$ cat src/rtl/axilite_bk_pkg.sv
// Shared types and widths for the backend register-port arbiter.
package axilite_bk_pkg;

    localparam int ADDR_W = 15;
    localparam int DATA_W = 32;
    localparam int STRB_W = 4;

    localparam logic [DATA_W-1:0] ERR_DATA_DEF = 32'hDEAD_BEEF;

    typedef enum logic [1:0] {
        IDLE    = 2'd0,
        ISSUE_W = 2'd1,
        ISSUE_R = 2'd2,
        WAIT_R  = 2'd3
    } arb_state_t;

endpackage

$ cat src/rtl/axilite_bk_arbiter_picker.sv
// Combinational round-robin picker: first pending requester at or above ptr, with wrap.
module bk_rr_picker #(
    parameter int N_REQ = 2,
    parameter int IDX_W = (N_REQ > 1) ? $clog2(N_REQ) : 1
) (
    input  logic [N_REQ-1:0] pend,
    input  logic [IDX_W-1:0] ptr,
    output logic [IDX_W-1:0] gnt_idx,
    output logic             gnt_vld
);

    logic [IDX_W-1:0] cand;

    // Scan from the farthest offset back toward ptr so the nearest pending requester wins.
    always_comb begin
        gnt_idx = '0;
        gnt_vld = 1'b0;
        cand    = '0;
        for (int k = N_REQ - 1; k >= 0; k--) begin
            cand = IDX_W'((int'(ptr) + k) % N_REQ);
            if (pend[cand]) begin
                gnt_idx = cand;
                gnt_vld = 1'b1;
            end
        end
    end

endmodule

$ cat src/rtl/axilite_bk_arbiter.sv
// Shares one pulse-style backend register port between N_REQ requesters.
// Start pulses are parked in per-requester slots and issued one at a time in
// round-robin order; read data is routed back to the requester that asked.
module axilite_bk_arbiter
    import axilite_bk_pkg::*;
#(
    parameter int                N_REQ    = 2,
    parameter int                TIMEOUT  = 256,
    parameter logic [DATA_W-1:0] ERR_DATA = ERR_DATA_DEF
) (
    input  logic                      axi_aclk,
    input  logic                      axi_reset,
    input  logic                      arb_en,
    input  logic [N_REQ-1:0]          req_wstart,
    input  logic [N_REQ*ADDR_W-1:0]   req_waddr,
    input  logic [N_REQ*DATA_W-1:0]   req_wdata,
    input  logic [N_REQ*STRB_W-1:0]   req_wstrb,
    input  logic [N_REQ-1:0]          req_rstart,
    input  logic [N_REQ*ADDR_W-1:0]   req_raddr,
    output logic [N_REQ*DATA_W-1:0]   req_rdata,
    output logic [N_REQ-1:0]          req_rdone,
    output logic                      tgt_wstart,
    output logic [ADDR_W-1:0]         tgt_waddr,
    output logic [DATA_W-1:0]         tgt_wdata,
    output logic [STRB_W-1:0]         tgt_wstrb,
    output logic                      tgt_rstart,
    output logic [ADDR_W-1:0]         tgt_raddr,
    input  logic [DATA_W-1:0]         tgt_rdata,
    input  logic                      tgt_rdone,
    output logic [N_REQ-1:0]          err_ovf,
    output logic                      err_tmo
);

    localparam int IDX_W = (N_REQ > 1) ? $clog2(N_REQ) : 1;
    localparam int CNT_W = $clog2(TIMEOUT + 1);

    arb_state_t state_q, state_d;

    logic [IDX_W-1:0] gnt_q, ptr_q, ptr_next, pick_idx;
    logic             pick_vld;

    logic [N_REQ-1:0] wpend_q, rpend_q;
    logic [N_REQ-1:0] w_load, r_load, w_take, r_take;

    logic [N_REQ-1:0][ADDR_W-1:0] wslot_addr_q, rslot_addr_q;
    logic [N_REQ-1:0][DATA_W-1:0] wslot_data_q;
    logic [N_REQ-1:0][STRB_W-1:0] wslot_strb_q;
    logic [N_REQ-1:0][DATA_W-1:0] rdata_q;

    logic [CNT_W-1:0] tmo_cnt_q;

    logic issue_w, issue_r, take_w, take_r, rd_ok, rd_tmo;

    bk_rr_picker #(
        .N_REQ (N_REQ),
        .IDX_W (IDX_W)
    ) u_picker (
        .pend    (wpend_q | rpend_q),
        .ptr     (ptr_q),
        .gnt_idx (pick_idx),
        .gnt_vld (pick_vld)
    );

    assign req_rdata = rdata_q;
    assign ptr_next  = (gnt_q == IDX_W'(N_REQ - 1)) ? '0 : gnt_q + IDX_W'(1);

    // Arbiter FSM next state; grants only start from IDLE with arb_en high.
    always_comb begin
        state_d = state_q;
        issue_w = 1'b0;
        issue_r = 1'b0;
        take_w  = 1'b0;
        take_r  = 1'b0;
        rd_ok   = 1'b0;
        rd_tmo  = 1'b0;
        case (state_q)
            IDLE: begin
                if (arb_en && pick_vld) begin
                    if (wpend_q[pick_idx]) begin
                        issue_w = 1'b1;
                        state_d = ISSUE_W;
                    end else begin
                        issue_r = 1'b1;
                        state_d = ISSUE_R;
                    end
                end
            end
            ISSUE_W: begin
                take_w  = 1'b1;
                state_d = IDLE;
            end
            ISSUE_R: begin
                take_r  = 1'b1;
                state_d = WAIT_R;
            end
            WAIT_R: begin
                if (tgt_rdone) begin
                    rd_ok   = 1'b1;
                    state_d = IDLE;
                end else if (tmo_cnt_q == CNT_W'(TIMEOUT - 1)) begin
                    rd_tmo  = 1'b1;
                    state_d = IDLE;
                end
            end
            default: state_d = IDLE;
        endcase
    end

    // Per-slot load/consume decisions; a new start wins over same-cycle consumption.
    always_comb begin
        w_take = '0;
        r_take = '0;
        w_load = '0;
        r_load = '0;
        for (int i = 0; i < N_REQ; i++) begin
            w_take[i] = take_w && (gnt_q == IDX_W'(i));
            r_take[i] = take_r && (gnt_q == IDX_W'(i));
            w_load[i] = req_wstart[i] && (!wpend_q[i] || w_take[i]);
            r_load[i] = req_rstart[i] && (!rpend_q[i] || r_take[i]);
        end
    end

    // Control state, slot occupancy, sticky flags and registered outputs.
    always_ff @(posedge axi_aclk) begin
        if (axi_reset) begin
            state_q    <= IDLE;
            gnt_q      <= '0;
            ptr_q      <= '0;
            wpend_q    <= '0;
            rpend_q    <= '0;
            tmo_cnt_q  <= '0;
            tgt_wstart <= 1'b0;
            tgt_waddr  <= '0;
            tgt_wdata  <= '0;
            tgt_wstrb  <= '0;
            tgt_rstart <= 1'b0;
            tgt_raddr  <= '0;
            req_rdone  <= '0;
            rdata_q    <= '0;
            err_ovf    <= '0;
            err_tmo    <= 1'b0;
        end else begin
            state_q <= state_d;
            if (issue_w || issue_r) gnt_q <= pick_idx;
            if (take_w || rd_ok || rd_tmo) ptr_q <= ptr_next;

            wpend_q <= w_load | (wpend_q & ~w_take);
            rpend_q <= r_load | (rpend_q & ~r_take);
            err_ovf <= err_ovf | (req_wstart & ~w_load) | (req_rstart & ~r_load);

            if (take_r) tmo_cnt_q <= '0;
            else if (state_q == WAIT_R) tmo_cnt_q <= tmo_cnt_q + CNT_W'(1);

            tgt_wstart <= issue_w;
            tgt_waddr  <= issue_w ? wslot_addr_q[pick_idx] : '0;
            tgt_wdata  <= issue_w ? wslot_data_q[pick_idx] : '0;
            tgt_wstrb  <= issue_w ? wslot_strb_q[pick_idx] : '0;
            tgt_rstart <= issue_r;
            tgt_raddr  <= issue_r ? rslot_addr_q[pick_idx] : '0;

            req_rdone <= '0;
            if (rd_ok || rd_tmo) begin
                req_rdone[gnt_q] <= 1'b1;
                rdata_q[gnt_q]   <= rd_ok ? tgt_rdata : ERR_DATA;
            end
            if (rd_tmo) err_tmo <= 1'b1;
        end
    end

    // Slot payloads; occupancy lives in the pend vectors, so these need no reset.
    always_ff @(posedge axi_aclk) begin
        for (int i = 0; i < N_REQ; i++) begin
            if (w_load[i]) begin
                wslot_addr_q[i] <= req_waddr[i*ADDR_W +: ADDR_W];
                wslot_data_q[i] <= req_wdata[i*DATA_W +: DATA_W];
                wslot_strb_q[i] <= req_wstrb[i*STRB_W +: STRB_W];
            end
            if (r_load[i]) begin
                rslot_addr_q[i] <= req_raddr[i*ADDR_W +: ADDR_W];
            end
        end
    end

endmodule

$ cat config.mk
export PLATFORM = sky130hd
export DESIGN_NAME = axilite_bk_arbiter
export DESIGN_NICKNAME = d
export VERILOG_FILES = /design/src/rtl/axilite_bk_pkg.sv /design/src/rtl/axilite_bk_arbiter_picker.sv /design/src/rtl/axilite_bk_arbiter.sv
export SDC_FILE = /design/constraint.sdc
export NUM_CORES = 1
export LEC_CHECK = 0
export ABC_AREA = 1
export ABC_CLOCK_PERIOD_IN_PS = 3900
export BUFFER_PORTS_ARGS = -buffer_cell sky130_fd_sc_hd__buf_4
export CAP_MARGIN = 20
export CORE_ASPECT_RATIO = 0.5
export CORE_MARGIN = 2
export CORE_UTILIZATION = 40
export DETAILED_ROUTE_END_ITERATION = 16
export HOLD_SLACK_MARGIN = 0.15
export PLACE_DENSITY = 0.62
export SYNTH_ARGS = -nofsm -noshare
export SYNTH_HDL_FRONTEND = slang
export SYNTH_SLANG_ARGS = --single-unit
$ cat constraint.sdc
create_clock -name axi_aclk -period 3.9 [get_ports axi_aclk]
set_input_delay 0.39 -clock axi_aclk [delete_from_list [all_inputs] [get_ports axi_aclk]]
set_output_delay 0.39 -clock axi_aclk [all_outputs]
set_load 0.03 [all_outputs]
# After elaboration in Yosys (flattened, before gate mapping)
# Cells that the tools add are included.
[totals] ff_bits=286 inputBits=172 output_inout_bits=137 wordCells=127
[classes] n_addsub=3 magnitude_cmp=5 n_eq_ne=6 n_mux=43 n_bitwise=17 reduce_logical=28
[op_table] op="32-bit two-way mux" n=4
[op_table] op="64-bit bitwise mux" n=1
[op_table] op="15-bit two-way mux" n=4
[op_table] op="32-bit demux with 1-bit select" n=1
[op_table] op="1-bit two-way mux" n=25
[op_table] op="1-bit logical AND" n=10
[op_table] op="2-bit bitwise OR" n=5
[op_table] op="9-bit by 1-bit adder with 9-bit output, second input constant" n=1
[op_table] op="9-bit by 8-bit equality test with 1-bit output, second input constant" n=1
[op_table] op="2-bit AND" n=4
[op_table] op="1-bit logical OR" n=8
[op_table] op="1-bit by 2-bit less-than comparator with 1-bit output, second input constant" n=4
[op_table] op="2-bit two-way mux" n=4
[op_table] op="4-bit two-way mux" n=2
[op_table] op="2-bit NOT" n=4
[op_table] op="2-bit one-hot mux with 4 select lines" n=1
[op_table] op="2-bit OR reduction" n=4
[op_table] op="2-bit equality test, second input constant" n=2
[op_table] op="1-bit logical NOT" n=4
[op_table] op="1-bit NOT" n=4
[op_table] op="3-bit inequality test, second input constant" n=1
[op_table] op="1-bit adder, second input constant" n=2
[op_table] op="2-bit by 1-bit equality test with 1-bit output, second input constant" n=1
[op_table] op="2-bit logical NOT" n=1
[op_table] op="4 further kinds" n=4

# Longest topological paths before layout
[depth] word_depth=12 ltp_mapped=14 ltp_nobuf=13

# Cells and area by module
# Synthesis repeated with hierarchy kept, for this count alone.
[unflattened] hier_cells=921 hier_area_um2=9905.8
[by_module_without_submodules] module="axilite_bk_arbiter" n_inst=1 cells_each=917 area_each_um2=9887.0 seq_area_each_um2=7046.8
[by_module_without_submodules] module="bk_rr_picker" n_inst=1 cells_each=4 area_each_um2=18.8 seq_area_each_um2=0.0

# Worst setup path before layout
# OpenSTA, ideal clock, no wires.
[synth_timing] kind="reg2reg" startpoint="reg gnt_q" endpoint="reg wslot_addr_q[0] in the netlist's numbering, enable pin" setup_ns=0.476 arrival_time_ns=3.109 required_ns=3.424 slack_ns=0.314 stages_incl_launch_ff=4 path_buffers=0 period_less_slack_ns=3.586 cell_sequence="dfxtp_1 inv_1 nand3_1 a21oi_1"
[synth_between] elab_chain_len=4
[synth_rtl] item="start, declared" line_no="axilite_bk_arbiter.sv:39" source="logic [IDX_W-1:0] gnt_q, ptr_q, ptr_next, pick_idx;"
[synth_rtl] item="start signal, assigned" line_no="axilite_bk_arbiter.sv:144" source="if (issue_w || issue_r) gnt_q <= pick_idx;"
[synth_rtl] item="1-bit NOT" line_no="axilite_bk_arbiter.sv:116" source="w_take[i] = take_w && (gnt_q == IDX_W'(i));"
[synth_rtl] item="1-bit logical AND" line_no="axilite_bk_arbiter.sv:116"
[synth_rtl] item="1-bit logical OR" line_no="axilite_bk_arbiter.sv:118" source="w_load[i] = req_wstart[i] && (!wpend_q[i] || w_take[i]);"
[synth_rtl] item="1-bit logical AND" line_no="axilite_bk_arbiter.sv:118"
[synth_rtl] item="named net w_load[0]" line_no="axilite_bk_arbiter.sv:43" source="logic [N_REQ-1:0] w_load, r_load, w_take, r_take;"
[synth_rtl] item="end signal, assigned by index" line_no="axilite_bk_arbiter.sv:174" source="wslot_addr_q[i] <= req_waddr[i*ADDR_W +: ADDR_W];"
[synth_rtl] item="end, declared" line_no="axilite_bk_arbiter.sv:45" source="logic [N_REQ-1:0][ADDR_W-1:0] wslot_addr_q, rslot_addr_q;"
# The timed path passes the listed nets, and every way through them passes these cells.
# A chain may end at the register's enable or synchronous reset.

# Worst setup path in the final report
[layout_timing] startpoint="reg tmo_cnt_q[0]" endpoint="reg rdata_q, in the netlist req_rdata[26]"
[layout_between] elab_chain_len=5
[layout_rtl] item="start, declared" line_no="axilite_bk_arbiter.sv:50" source="logic [CNT_W-1:0] tmo_cnt_q;"
[layout_rtl] item="start signal, assigned" line_no="axilite_bk_arbiter.sv:152" source="else if (state_q == WAIT_R) tmo_cnt_q <= tmo_cnt_q + CNT_W'(1);"
[layout_rtl] item="9-bit by 8-bit equality test with 1-bit output" line_no="axilite_bk_arbiter.sv:100" source="end else if (tmo_cnt_q == CNT_W'(TIMEOUT - 1)) begin"
[layout_rtl] item="1-bit two-way mux" line_no="axilite_bk_arbiter.sv:100"
[layout_rtl] item="1-bit two-way mux" line_no="axilite_bk_arbiter.sv:97" source="if (tgt_rdone) begin"
[layout_rtl] item="1-bit two-way mux" line_no="axilite_bk_arbiter.sv:76" source="case (state_q)"
[layout_rtl] item="1-bit logical OR" line_no="axilite_bk_arbiter.sv:162" source="if (rd_ok || rd_tmo) begin"
[layout_rtl] item="end signal, assigned by index" line_no="axilite_bk_arbiter.sv:164" source="rdata_q[gnt_q] <= rd_ok ? tgt_rdata : ERR_DATA;"
[layout_rtl] item="end, declared" line_no="axilite_bk_arbiter.sv:48" source="logic [N_REQ-1:0][DATA_W-1:0] rdata_q;"
# Every way passes these cells.

==> metrics.cfg <==
[setup_path]
arrival_ps=3170
critical_path.most_common_cell=nor2_1
reg2reg_slack_ps=1200
reg2reg_to=req_rdata[26]
crit_fanout=21
rr_startpoint=tmo_cnt_q[0]
startpoint_type=register
worstPathCellList=ha_1, nand2_1, inv_1, nand2_1, nor3_1, ha_1, inv_1, nor3_4, nor2_1, nor2_2, buf_4, nor2_1, nor2_1
max_stage_delay_ps=660
critPathSlowestCell=nor2_2
endpoint_kind=register
critical_path_class=register to register
crit_required_ps=4370
ff2ff_path_depth=13
critPathLaunch=tmo_cnt_q[0]

[min_path]
hp-start=tgt_rdata[4]
hp-class=input port to register
hold_depth=3
hold_end=req_rdata[4]

[synthesis]
synth_commonest_cells=nand2_1 (163), dfxtp_1 (154), nor2_1 (136)
synth_top_cell_by_area=edfxtp_1
syn_nets=1054
synth-xor-area-share=0.00181
synth_area_sq_um=9700
muxShareOfSynthArea=0
syn_area_per_cell_sq_um=11.0
async_reset_ff_frac=0
syn_inst=880
synth_edf_count=132
yosysSeqAreaShare=0.726
synth_fa_ha_area_frac=0.00258
ys_types=29
synthFlopType=dfxtp_1
yosys_warnings=0
yosysMostFrequentCell=nand2_1
synth-compound-area-share=0.0852
synth_top_area_frac=0.409
synth_top_family_by_area=simple AND/OR/NAND/NOR gates
synth_simple_gate_area_share=0.146
synth_seq_cells=286
synth.area.top_cells=edfxtp_1 (41%), dfxtp_1 (32%), nand2_1 (6.3%), nor2_1 (5.3%), a21oi_1 (4.5%)

[global_routing]
antenna_found_initial=3
grt_usage=0.202
grt_overflow=0
grt_max_degree=67
grt_first_pass_wirelength_microns=40800
grt_pass1_vias=7784

[timing]
finalCriticalPeriod_ps=2700
slew_violations=0
slew_headroom=0.437
hold_viol_final=0
setup_violations=0
grt_setup_unrepaired=false
skew_ps=15.3
finalCritPeriodShare=0.693
max_freq_mhz=370
final.setup.tns_ps=0
max_slew.worst_pin.slew_ps=843

[clock_network]
clk_pin_slew_ps=70
worstSkewPairLatency_ps=530
cts.sinks=286
cts_tree=done
cts-buffers-inserted=25
ctsResizeCount=0
clockRootBuffer=clkbuf_16
ctsHtreeMaxLevel=1
clockBufferDepth=3

[placed_design]
port_buffers=308
hpwl_microns=16300
gp_congestion=0.766

[die]
core_region_area_sq_um=23900
dieArea_sq_um=25600
start_util=0.406
dieHeight_microns=114
row_count=40
die_w_microns=224
num_io_pins=309

[job]
drv_cap=0

[drt]
detail-route-antenna-nets=0
drc=0
firstDrtPassIters=5
wl_microns=26400
vias=7678
drtIter0Drc=404
wl_per_cell_microns=15.9
via_per_inst=4.63

[power]
ir_worst_vdd_uv=309
power.total_w=0.00671
leakage_nw=6.15
p_per_area_nw_per_um2=462

[final_layout]
final_core_util=0.607
area_growth_pct=49.7
final_nets=1497
drive_above_1_share=0.285

[status]
status=completed

-- area by class of cell --
type / instances / area, sq um
fill: 1966 / 9400
sequential: 286 / 7050
timing repair buffer: 459 / 3800
multi-input combinational: 512 / 2320
clock buffer: 34 / 669
tap: 315 / 394
clock inverter: 12 / 149
inverter: 39 / 146
antenna: 3 / 7.51
-- power breakdown --
group / total (W) / leakage (nW) / switching (W) / internal [W]
clock network: 0.00252 / 0.387 / 0.00110 / 0.00141
logic: 0.000820 / 3.25 / 0.000466 / 0.000355
registers: 0.00337 / 2.51 / 0.0000588 / 0.00331
total: 0.00671 / 6.15 / 0.00163 / 0.00508
-- cell usage in the layout, fill, tap and decap left out, drive strengths merged --
| cell type | count |
|---|---|
| clkinv | 4 |
| o21ai | 72 |
| clkinvlp | 3 |
| inv | 41 |
| dlygate4sd3 | 140 |
| or2 | 26 |
| edfxtp | 132 |
| a31oi | 1 |
| o22ai | 2 |
| ha | 2 |
| o21a | 1 |
| xnor2 | 1 |
| diode | 3 |
| clkbuf | 34 |
| bufinv | 3 |
| nand2 | 164 |
| buf | 319 |
| nor3 | 2 |
| nand4 | 1 |
| a21oi | 88 |
| nor2 | 139 |
| nand3 | 12 |
| xor2 | 1 |
| dfxtp | 154 |
-- layer usage --
metal  global-route usage  vias up  wire length [microns]
li1                     -     3820                      -
met1                0.240     3594                  10600
met2                0.367      214                  13600
met3               0.0503       50                   1450
met4               0.0623        0                    740
met5                    0        -                      0
-- through the flow --
step / cell area (sq um) / hold slack (ps) / setup slack (ps) / cells
floorplan: 9700 / 440 / 314 / 880
global placement: 12300 / 450 / 1280 / 1471
detailed placement: 12300 / 460 / 1160 / 1471
CTS: 14500 / 150 / 1140 / 1657
global route: 14500 / 167 / 847 / 1660
finish: 14500 / 156 / 1200 / 1660
-- state kept, by name, summed over array words and instances, names as in the netlist, 9 cells and up --
signal        flops
req_rdata        64
tgt_wdata        32
tgt_waddr        15
rslot_addr_q     30
tgt_raddr        15
tmo_cnt_q         9
wslot_addr_q     30
wslot_data_q     64
-- what timing repair did --
| action | 4_1_cts | 5_1_grt |
|---|---|---|
| endpoints found under the hold margin | 142 | 0 |
| setup buffers | 0 | 0 |
| hold buffers | 140 | 0 |
-- cell families after synthesis --
logic type,count (synthesis)
XOR/XNOR,2
buffers and inverters,82
adder cells (fa/ha/maj),2
flip-flops,286
AO/OA/AOI/OAI,164
AND/OR/NAND/NOR,344
-- worst max path at each step --
stage / endpoint / slack (ps) / depth (start not counted)
2_1_floorplan: wslot_addr_q[0] / 310 / 3
3_3_place_gp: req_rdata[9] / 1280 / 13
3_5_place_dp: req_rdata[25] / 1160 / 13
4_1_cts: req_rdata[25] / 1140 / 13
5_1_grt: req_rdata[25] / 850 / 13
6_report: req_rdata[26] / 1200 / 13
-- worst max-delay path, delay by kind of cell (launching register included) --
family,cells,cell delay [ps]
and+or+nand+nor,8,1440
DFF,1,370
buffers and inverters,3,470
adders and majority gates,2,360
(Power assumes the default switching activity.)
